--- config.mk ---
export PLATFORM = sky130hd
export DESIGN_NAME = cpm_disk_ctrl
export DESIGN_NICKNAME = d
export VERILOG_FILES = /design/src/rtl/cpm_disk_pkg.sv /design/src/rtl/cpm_lba_calc.sv /design/src/rtl/cpm_disk_ctrl.sv
export SDC_FILE = /design/constraint.sdc
export NUM_CORES = 1
export LEC_CHECK = 0
export CAP_MARGIN = 10
export CORE_MARGIN = 2
export CORE_UTILIZATION = 50
export CTS_BUF_LIST = sky130_fd_sc_hd__clkbuf_4 sky130_fd_sc_hd__clkbuf_8
export CTS_CLUSTER_DIAMETER = 120
export DETAILED_ROUTE_END_ITERATION = 6
export HOLD_SLACK_MARGIN = 0.15
export PLACE_DENSITY = 0.74
export SLEW_MARGIN = 20
export SYNTH_ARGS = -nofsm -noshare
export SYNTH_HDL_FRONTEND = slang
export SYNTH_HIERARCHICAL = 1
export SYNTH_SLANG_ARGS = --single-unit
--- constraint.sdc ---
create_clock -name i_clk -period 5.83 [get_ports i_clk]
set_input_delay 0.583 -clock i_clk [delete_from_list [all_inputs] [get_ports i_clk]]
set_output_delay 0.583 -clock i_clk [all_outputs]
set_load 0.01 [all_outputs]
--- src/rtl/cpm_disk_pkg.sv ---
// Shared constants for the CP/M disk controller: register map, command codes,
// status bit positions and the controller FSM state encoding.
package cpm_disk_pkg;

   localparam int LBA_W = 26;

   localparam logic [2:0] REG_DRIVE  = 3'd0;
   localparam logic [2:0] REG_TRK_LO = 3'd1;
   localparam logic [2:0] REG_TRK_HI = 3'd2;
   localparam logic [2:0] REG_SECTOR = 3'd3;
   localparam logic [2:0] REG_DMA_LO = 3'd4;
   localparam logic [2:0] REG_DMA_HI = 3'd5;
   localparam logic [2:0] REG_CMD    = 3'd6;
   localparam logic [2:0] REG_STATUS = 3'd7;

   localparam logic [7:0] CMD_READ  = 8'h00;
   localparam logic [7:0] CMD_WRITE = 8'h01;

   localparam int STAT_BUSY    = 0;
   localparam int STAT_PARAM   = 1;
   localparam int STAT_SDERR   = 2;
   localparam int STAT_TIMEOUT = 3;
   localparam int STAT_READY   = 4;
   localparam int STAT_OVERRUN = 7;

   typedef enum logic [2:0] {
      S_IDLE,
      S_CALC,
      S_ISSUE,
      S_BUSY,
      S_RELEASE
   } state_t;

endpackage

--- src/rtl/cpm_lba_calc.sv ---
// Two-stage pipelined CP/M (drive, track, sector) to linear block address
// translation with range checking of all three coordinates.
module cpm_lba_calc
   import cpm_disk_pkg::*;
#(
   parameter int NUM_DRIVES  = 4,
   parameter int TRACKS      = 77,
   parameter int SPT         = 26,
   parameter int SECTOR_BASE = 1
)(
   input  logic             clk,
   input  logic             rst_n,
   input  logic             start,
   input  logic [7:0]       drive,
   input  logic [15:0]      track,
   input  logic [7:0]       sector,
   output logic [LBA_W-1:0] lba,
   output logic             invalid,
   output logic             vld
);

   logic [31:0]      drive_off_p0;
   logic [31:0]      track_off_p0;
   logic             invalid_p0;
   logic             vld_p0;
   logic [LBA_W-1:0] lba_p1;
   logic             invalid_p1;
   logic             vld_p1;

   // stage p0: partial products and range check; stage p1: final sum
   always_ff @(posedge clk) begin
      drive_off_p0 <= 32'(drive) * 32'(TRACKS * SPT);
      track_off_p0 <= 32'(track) * 32'(SPT) + 32'(sector) - 32'(SECTOR_BASE);
      invalid_p0   <= (32'(drive) >= 32'(NUM_DRIVES)) ||
                      (32'(track) >= 32'(TRACKS)) ||
                      (32'(sector) < 32'(SECTOR_BASE)) ||
                      (32'(sector) >= 32'(SECTOR_BASE + SPT));
      lba_p1       <= LBA_W'(drive_off_p0 + track_off_p0);
      invalid_p1   <= invalid_p0;
   end

   always_ff @(posedge clk or negedge rst_n) begin
      if (!rst_n) begin
         vld_p0 <= 1'b0;
         vld_p1 <= 1'b0;
      end else begin
         vld_p0 <= start;
         vld_p1 <= vld_p0;
      end
   end

   assign lba     = lba_p1;
   assign invalid = invalid_p1;
   assign vld     = vld_p1;

endmodule

--- src/rtl/cpm_disk_ctrl.sv ---
// CP/M disk port controller: CPU register file, LBA translation and a
// handshake FSM to the SD disk emulator. Define DISK_TIMEOUT_EN for a busy timeout.
module cpm_disk_ctrl
   import cpm_disk_pkg::*;
#(
   parameter int NUM_DRIVES  = 4,
   parameter int TRACKS      = 77,
   parameter int SPT         = 26,
   parameter int SECTOR_BASE = 1,
   parameter int TIMEOUT_CYC = 27_000_000
)(
   input  logic        i_clk,
   input  logic        i_reset_n,
   input  logic        i_io_wr,
   input  logic [2:0]  i_io_addr,
   input  logic [7:0]  i_io_data,
   output logic [7:0]  o_io_data,
   output logic        o_disk_read,
   output logic        o_disk_write,
   input  logic        i_disk_ready,
   input  logic [3:0]  i_sd_error,
   output logic [23:0] o_disk_block_address,
   output logic [1:0]  o_disk_block_sub_address,
   output logic [15:0] o_dma_start_address,
   output logic        o_busy
);

   state_t           state;
   logic [7:0]       drive, trk_lo, trk_hi, sector, dma_lo, dma_hi, cmd;
   logic             param_err, sd_err, overrun, timeout_flag;
   logic             calc_start;
   logic [LBA_W-1:0] lba;
   logic             lba_invalid, lba_vld;
   logic [7:0]       status;

`ifdef DISK_TIMEOUT_EN
   logic [31:0]      tcnt;
`else
   assign timeout_flag = 1'b0 && (TIMEOUT_CYC > 0);
`endif

   assign calc_start = (state == S_IDLE) && i_io_wr && (i_io_addr == REG_CMD);
   assign o_busy     = (state != S_IDLE);

   cpm_lba_calc #(
      .NUM_DRIVES  (NUM_DRIVES),
      .TRACKS      (TRACKS),
      .SPT         (SPT),
      .SECTOR_BASE (SECTOR_BASE)
   ) u_lba (
      .clk     (i_clk),
      .rst_n   (i_reset_n),
      .start   (calc_start),
      .drive   (drive),
      .track   ({trk_hi, trk_lo}),
      .sector  (sector),
      .lba     (lba),
      .invalid (lba_invalid),
      .vld     (lba_vld)
   );

   always_ff @(posedge i_clk or negedge i_reset_n) begin
      if (!i_reset_n) begin
         state                    <= S_IDLE;
         drive                    <= 8'h00;
         trk_lo                   <= 8'h00;
         trk_hi                   <= 8'h00;
         sector                   <= 8'h00;
         dma_lo                   <= 8'h00;
         dma_hi                   <= 8'h00;
         cmd                      <= 8'h00;
         param_err                <= 1'b0;
         sd_err                   <= 1'b0;
         overrun                  <= 1'b0;
         o_disk_read              <= 1'b0;
         o_disk_write             <= 1'b0;
         o_disk_block_address     <= 24'h0;
         o_disk_block_sub_address <= 2'b00;
         o_dma_start_address      <= 16'h0;
`ifdef DISK_TIMEOUT_EN
         timeout_flag             <= 1'b0;
         tcnt                     <= 32'd0;
`endif
      end else begin
         if (i_io_wr && (state != S_IDLE))
            overrun <= 1'b1;

         case (state)
            S_IDLE: begin
               if (i_io_wr) begin
                  case (i_io_addr)
                     REG_DRIVE:  drive  <= i_io_data;
                     REG_TRK_LO: trk_lo <= i_io_data;
                     REG_TRK_HI: trk_hi <= i_io_data;
                     REG_SECTOR: sector <= i_io_data;
                     REG_DMA_LO: dma_lo <= i_io_data;
                     REG_DMA_HI: dma_hi <= i_io_data;
                     REG_CMD: begin
                        cmd       <= i_io_data;
                        param_err <= 1'b0;
                        sd_err    <= 1'b0;
                        overrun   <= 1'b0;
`ifdef DISK_TIMEOUT_EN
                        timeout_flag <= 1'b0;
`endif
                        state     <= S_CALC;
                     end
                     default: ;
                  endcase
               end
            end
            S_CALC: begin
               if (lba_vld) begin
                  if (lba_invalid) begin
                     param_err <= 1'b1;
                     state     <= S_IDLE;
                  end else begin
                     o_disk_block_address     <= lba[LBA_W-1:2];
                     o_disk_block_sub_address <= lba[1:0];
                     o_dma_start_address      <= {dma_hi, dma_lo};
                     state                    <= S_ISSUE;
                  end
               end
            end
            S_ISSUE: begin
               // request is raised on an idle emulator and held until it goes busy
               if (!(o_disk_read || o_disk_write)) begin
                  if (i_disk_ready) begin
                     o_disk_read  <= (cmd != CMD_WRITE);
                     o_disk_write <= (cmd == CMD_WRITE);
                  end
               end else if (!i_disk_ready) begin
                  o_disk_read  <= 1'b0;
                  o_disk_write <= 1'b0;
                  state        <= S_BUSY;
               end
            end
            S_BUSY: begin
               if (i_disk_ready)
                  state <= S_RELEASE;
            end
            S_RELEASE: state <= S_IDLE;
            default:   state <= S_IDLE;
         endcase

`ifdef DISK_TIMEOUT_EN
         if ((state == S_ISSUE) || (state == S_BUSY)) begin
            if (tcnt == 32'(TIMEOUT_CYC - 1)) begin
               timeout_flag <= 1'b1;
               o_disk_read  <= 1'b0;
               o_disk_write <= 1'b0;
               state        <= S_IDLE;
               tcnt         <= 32'd0;
            end else begin
               tcnt <= tcnt + 32'd1;
            end
         end else begin
            tcnt <= 32'd0;
         end
`endif

         // an emulator error aborts any command in flight
         if ((state != S_IDLE) && (i_sd_error != 4'd0)) begin
            sd_err       <= 1'b1;
            o_disk_read  <= 1'b0;
            o_disk_write <= 1'b0;
            state        <= S_IDLE;
         end
      end
   end

   always_comb begin
      status               = 8'h00;
      status[STAT_BUSY]    = o_busy;
      status[STAT_PARAM]   = param_err;
      status[STAT_SDERR]   = sd_err;
      status[STAT_TIMEOUT] = timeout_flag;
      status[STAT_READY]   = i_disk_ready;
      status[STAT_OVERRUN] = overrun;
   end

   always_comb begin
      o_io_data = 8'h00;
      case (i_io_addr)
         REG_DRIVE:  o_io_data = drive;
         REG_TRK_LO: o_io_data = trk_lo;
         REG_TRK_HI: o_io_data = trk_hi;
         REG_SECTOR: o_io_data = sector;
         REG_DMA_LO: o_io_data = dma_lo;
         REG_DMA_HI: o_io_data = dma_hi;
         REG_CMD:    o_io_data = cmd;
         REG_STATUS: o_io_data = status;
         default:    o_io_data = 8'h00;
      endcase
   end

endmodule

Yosys cells after proc, flatten, opt, wreduce, memory -nomap -nowiden
Index checks and enable logic that the tools add are counted. W data, S select, Z words.

Register bits: 180. Logic and storage cells: 116. Bits of input ports: 19.

Reduce and logical (&&, ||, !) cells: 30. Magnitude comparators: 4. Equality and inequality tests: 23. Muxes and demuxes: 30. $add $sub $neg: 3. Bitwise logic cells: 1. Multiply operators: 2.

Operators by type and width (count): $pmux W8 S8 (1); $reduce_and A3 Y1 (10); $add A19 B26 Y26 (1); $sub A22 B1 Y23 const B (1); $add A21 B8 Y22 (1); $mux W3 (7); $mul A16 B4 Y20 const B (1); $mux W1 (19); $mul A8 B10 Y18 const B (1); $ge A16 B7 Y1 const B (1); $eq A3 B2 Y1 const B (4); $eq A3 B3 Y1 const B (4); $pmux W3 S4 (1); $reduce_bool A2 Y1 (5); $ne A3 B2 Y1 const B (3); $ne A3 B3 Y1 const B (3); $eq A8 B1 Y1 const B (1); $ge A8 B3 Y1 const B (1); $ge A8 B5 Y1 const B (1); $lt A8 B1 Y1 const B (1); $ne A8 B1 Y1 const B (1); $eq A3 B1 Y1 const B (2); $logic_not A3 Y1 (2); $ne A2 B1 Y1 const B (3); other kinds (11) (18).

Logic depth before layout (Yosys ltp)
Depth in word-level cells: 6. Gate-level depth with buffers: 21. Mapped depth without buffers: 21.

Modules after synthesis
Netlist, hierarchy kept.

Modules (own cells, without submodules): cpm_lba_calc (cells an instance 749, instances 1, area each 6790.3 µm², seq. area each 1431.4 µm²); cpm_disk_ctrl (cells an instance 341, instances 1, area each 4710.8 µm², seq. area each 2652.5 µm²).

Worst setup path before layout
Ideal clock, no wire load.

Path type: flip-flop to flip-flop. From: register trk_lo[4]. To: register u_lba.track_off_p0[20]. Buffers on the path: 0. Library setup time: 0.066 ns. Arrival time: 4.155 ns. Path slack: 1.610 ns. Cell stages (with the launch flop): 22. Cell sequence: dfrtp_1 > inv_1 > ha_1 > inv_1 > fa_1 > inv_1 > ha_1 > o211ai_1 > o21ai_0 > nand3_1 > nand2_1 > xor2_1 > inv_1 > ha_1 > a21o_1 > a21oi_1 > a2bb2oi_1 > o311ai_1 > a21o_1 > a31o_1 > nor4_2 > nand4bb_1.

Word-level cells in the longest chain between the ends: 3.

Ends and longest elaborated chain: start: declaration (line cpm_disk_ctrl.sv:29) `logic [7:0] drive, trk_lo, trk_hi, sector, dma_lo, dma_hi, cmd;`; start signal: assignment (line cpm_disk_ctrl.sv:93) `REG_TRK_LO: trk_lo <= i_io_data;`; $mul A16 B4 Y20 (line cpm_lba_calc.sv:33) `track_off_p0 <= 32'(track) * 32'(SPT) + 32'(sector) - 32'(SECTOR_BASE);`; $add A21 B8 Y22 (line cpm_lba_calc.sv:33); $sub A22 B1 Y23 (line cpm_lba_calc.sv:33); end signal: assignment (line cpm_lba_calc.sv:33); end: declaration (line cpm_lba_calc.sv:23) `logic [31:0] track_off_p0;`.

Every way passes these cells. A chain may end at the register's enable or synchronous reset.

Final worst setup path
Same ends and word-level chain as after synthesis.

==> reports/metrics.csv <==
stage,metric,value,unit
global_routing,initial antenna violation count,0,
place,port bufs,71,
die,IO Pins,72,
sta,Final Max Tran Viols,0,
routing,Antenna Violating Nets Remaining,0,
routing,Vias/cell,5.56,
clocking,post-CTS setup buffers,0,
global_routing,Overflow after GRT,0,
global_routing,largest net degree at the start of global routing,62,
worst_setup_path,critical path endpoint category,register,
yosys,ys async rst share,61.0,%
die,die width,156,µm
clocking,post-cts sizing count,0,
yosys,Yosys top cell by area,dfrtp_1,
sta,final cycle utilization of the critical path,79.7,%
worst_setup_path,Crit Path Class,register to register,
clocking,total clock sinks,177,
clocking,"Clk Latency, worst-skew pair",0.47,ns
global_routing,GRT Resource Usage Total,19.9,%
sta,final setup violation count,0,
cells_and_area,# nets final,1360,
routing,drt total wl,23800,µm
cells_and_area,footprint of the multi-input gates,0.00673,mm²
sta,Worst-Margin Slew,0.797,ns
cells_and_area,flip-flop and latch area,0.00408,mm²
yosys,Synth Cell Area,0.0115,mm²
run,max cap viols,0,
yosys,leading register cell type out of synthesis,dfrtp_1,
place,placed insts,1430,
cells_and_area,synthesis-to-finish area growth,11.7,%
cells_and_area,n_diodes,0,
worst_setup_path,crit path max fanout,6,
global_routing,vias in the first global route,7899,
yosys,cell count after synthesis,1090,
yosys,"EDFF count, synth",0,
clocking,maximum buffer depth of the clock tree,2,
cells_and_area,Layout Cells excl Fill,1462,
yosys,yosys warns,6,
outcome,run status,finished clean,
yosys,Seq cells post-synth,177,
clocking,CTS tree,done,
routing,via count,8128,
routing,DRC Markers,0,
sta,Setup TNS,0,ns
place,post-DP HPWL,18300,µm
sta,RSZ-0062 raised after global routing,false,
cells_and_area,final-layout fill cell count,1912,
routing,first-pass iteration count of the detailed router,5,
place,gpl congestion,0.888,
die,chip height,156,µm
sta,fin worst setup slack,1.18,ns
worst_setup_path,Critical Path RT,6.24,ns
clocking,cts hold-fix bufs,0,
clocking,CTS H-tree lvls,4,
clocking,root buffer cell,clkbuf_8,
yosys,Area contributors post-synth,"dfrtp_1 23%, ha_1 15%, dfxtp_1 12%",
global_routing,first-pass GRT wire length,38900,µm
sta,Fmax achieved,215,MHz
sta,Clock Skew,0.0280,ns
die,die area,0.0242,mm²
worst_setup_path,startpoint type of the worst setup path,register,
place,Post-Place Setup Slack,1.21,ns
sta,final worst path period need,4.65,ns
worst_setup_path,critical path data arrival time,5.05,ns
yosys,Post-Syn Nets,1286,
die,core area,0.0226,mm²
yosys,post-synthesis sequential area ratio,35.5,%
routing,Iter 0 DRT Violations,523,
die,# rows,55,
clocking,"Reg clk slew, reported paths",0.10,ns
routing,WL per Instance,16.3,µm
die,Initial Utilization,50.8,%
hold_path,Min-Delay Path Class,input port to asynchronous set/reset pin,
cells_and_area,layout cell share with drive strength beyond 1,13.8,%
yosys,post-synth cell types,85,
sta,relative slew slack,46.7,%
clocking,cts bufs inserted,17,
yosys,top-area cell type share of the netlist area,23.5,%
yosys,synthesized area per cell,10.6,µm²
sta,Final Hold Fails,0,
## state kept, by name (all words and copies together), names as in the netlist, 16 cells and up
name,flops
o_disk_block_address,24
o_dma_start_address,16
u_lba/track_off_p0,23
u_lba/drive_off_p0,18
u_lba/lba,26
## stage by stage
stage               hold WS [ns]  instance area [µm²]  utilization [%]
floorplan                  0.287                11500                -
global placement           0.311                12500             55.1
detailed placement         0.314                12500             55.1
CTS                        0.175                12900             56.8
global route               0.210                12900             56.8
finish                     0.163                12900             56.8
## final cells by class
class                   instances  area share (%)
multi-input cells             740            52.4
clock buffers                  18            1.88
clock inverters                14           0.993
well taps                     285            2.77
repair buffers                 75            5.74
inverters                     153            4.47
flip-flops and latches        177            31.8
## cell usage after synthesis (15+ instances only)
library cell,instances
inv_1,151
ha_1,139
dfrtp_1,108
mux2_2,98
dfxtp_1,69
a21oi_1,56
nand2_1,44
nor2_1,42
xnor2_1,40
fa_1,38
o21ai_0,34
xor2_1,21
a21o_1,19
nand3_1,15
nor2b_1,15
nor3_1,15
## metal layers
layer  global-route usage (%)  share of wire (%)  vias to the layer above
li1                         -                  -                     3928
met1                     26.6                 46                     3984
met2                     33.3                 48                      184
met3                     3.11                4.5                       32
met4                     6.55                2.1                        0
met5                        0                  0                        -
## cells by family (layout without fill, tap and decap cells)
kind of cell             Yosys count  count (layout)  share of synthesized area, %
multiplexers                     112             112                          11.5
AO/OA/AOI/OAI                    198             198                          11.5
flip-flops                       177             177                          35.5
buffers and inverters            173             260                          5.97
adder cells (fa/ha/maj)          177             177                          21.7
AND/OR/NAND/NOR                  192             192                          9.14
XOR/XNOR                          61              61                          4.65
## worst paths after layout
check | from | endpoint | slack [ns] | cells after the start
setup / recovery | trk_lo[4] | u_lba/track_off_p0[20] | 1.18 | 21
setup reg to reg | trk_lo[4] | u_lba/track_off_p0[20] | 1.18 | 21
hold / removal | i_reset_n | o_disk_block_address[12] | 0.16 | 1
min in group i_clk | u_lba/track_off_p0[0] | u_lba/lba[0] | 0.33 | 0
max in group asynchronous | i_reset_n | dma_lo[5] | 4.48 | 2
hold reg to reg | u_lba/track_off_p0[0] | u_lba/lba[0] | 0.33 | 0
## layout by cell type, fill, tap and decap left out, types with 38 or more instances in the layout
| cell | count |
|---|---|
| fa_1 | 38 |
| xnor2_1 | 40 |
| nor2_1 | 42 |
| dfxtp_1 | 69 |
| clkdlybuf4s50_1 | 70 |
| inv_1 | 151 |
| ha_1 | 139 |
| mux2_2 | 98 |
| nand2_1 | 44 |
| a21oi_1 | 56 |
| dfrtp_1 | 108 |
## worst max-delay path, stage by stage, from the launching register on
cell and delay [ns]:
dfrtp_1 0.48, inv_1 0.11, ha_1 0.30, inv_1 0.05, fa_1 0.50, inv_1 0.04
ha_1 0.34, o211ai_1 0.13, o21ai_0 0.27, nand3_1 0.11, nand2_1 0.11, xor2_1 0.19
inv_1 0.06, ha_1 0.38, a21o_1 0.21, a21oi_1 0.19, a2bb2oi_1 0.19, o311ai_1 0.14
a21o_1 0.19, a31o_1 0.26, nor4_2 0.21, nand4bb_1 0.15
Power is not shown: default switching activity piles up to over one toggle a cycle in this logic, so the estimate is an artifact.
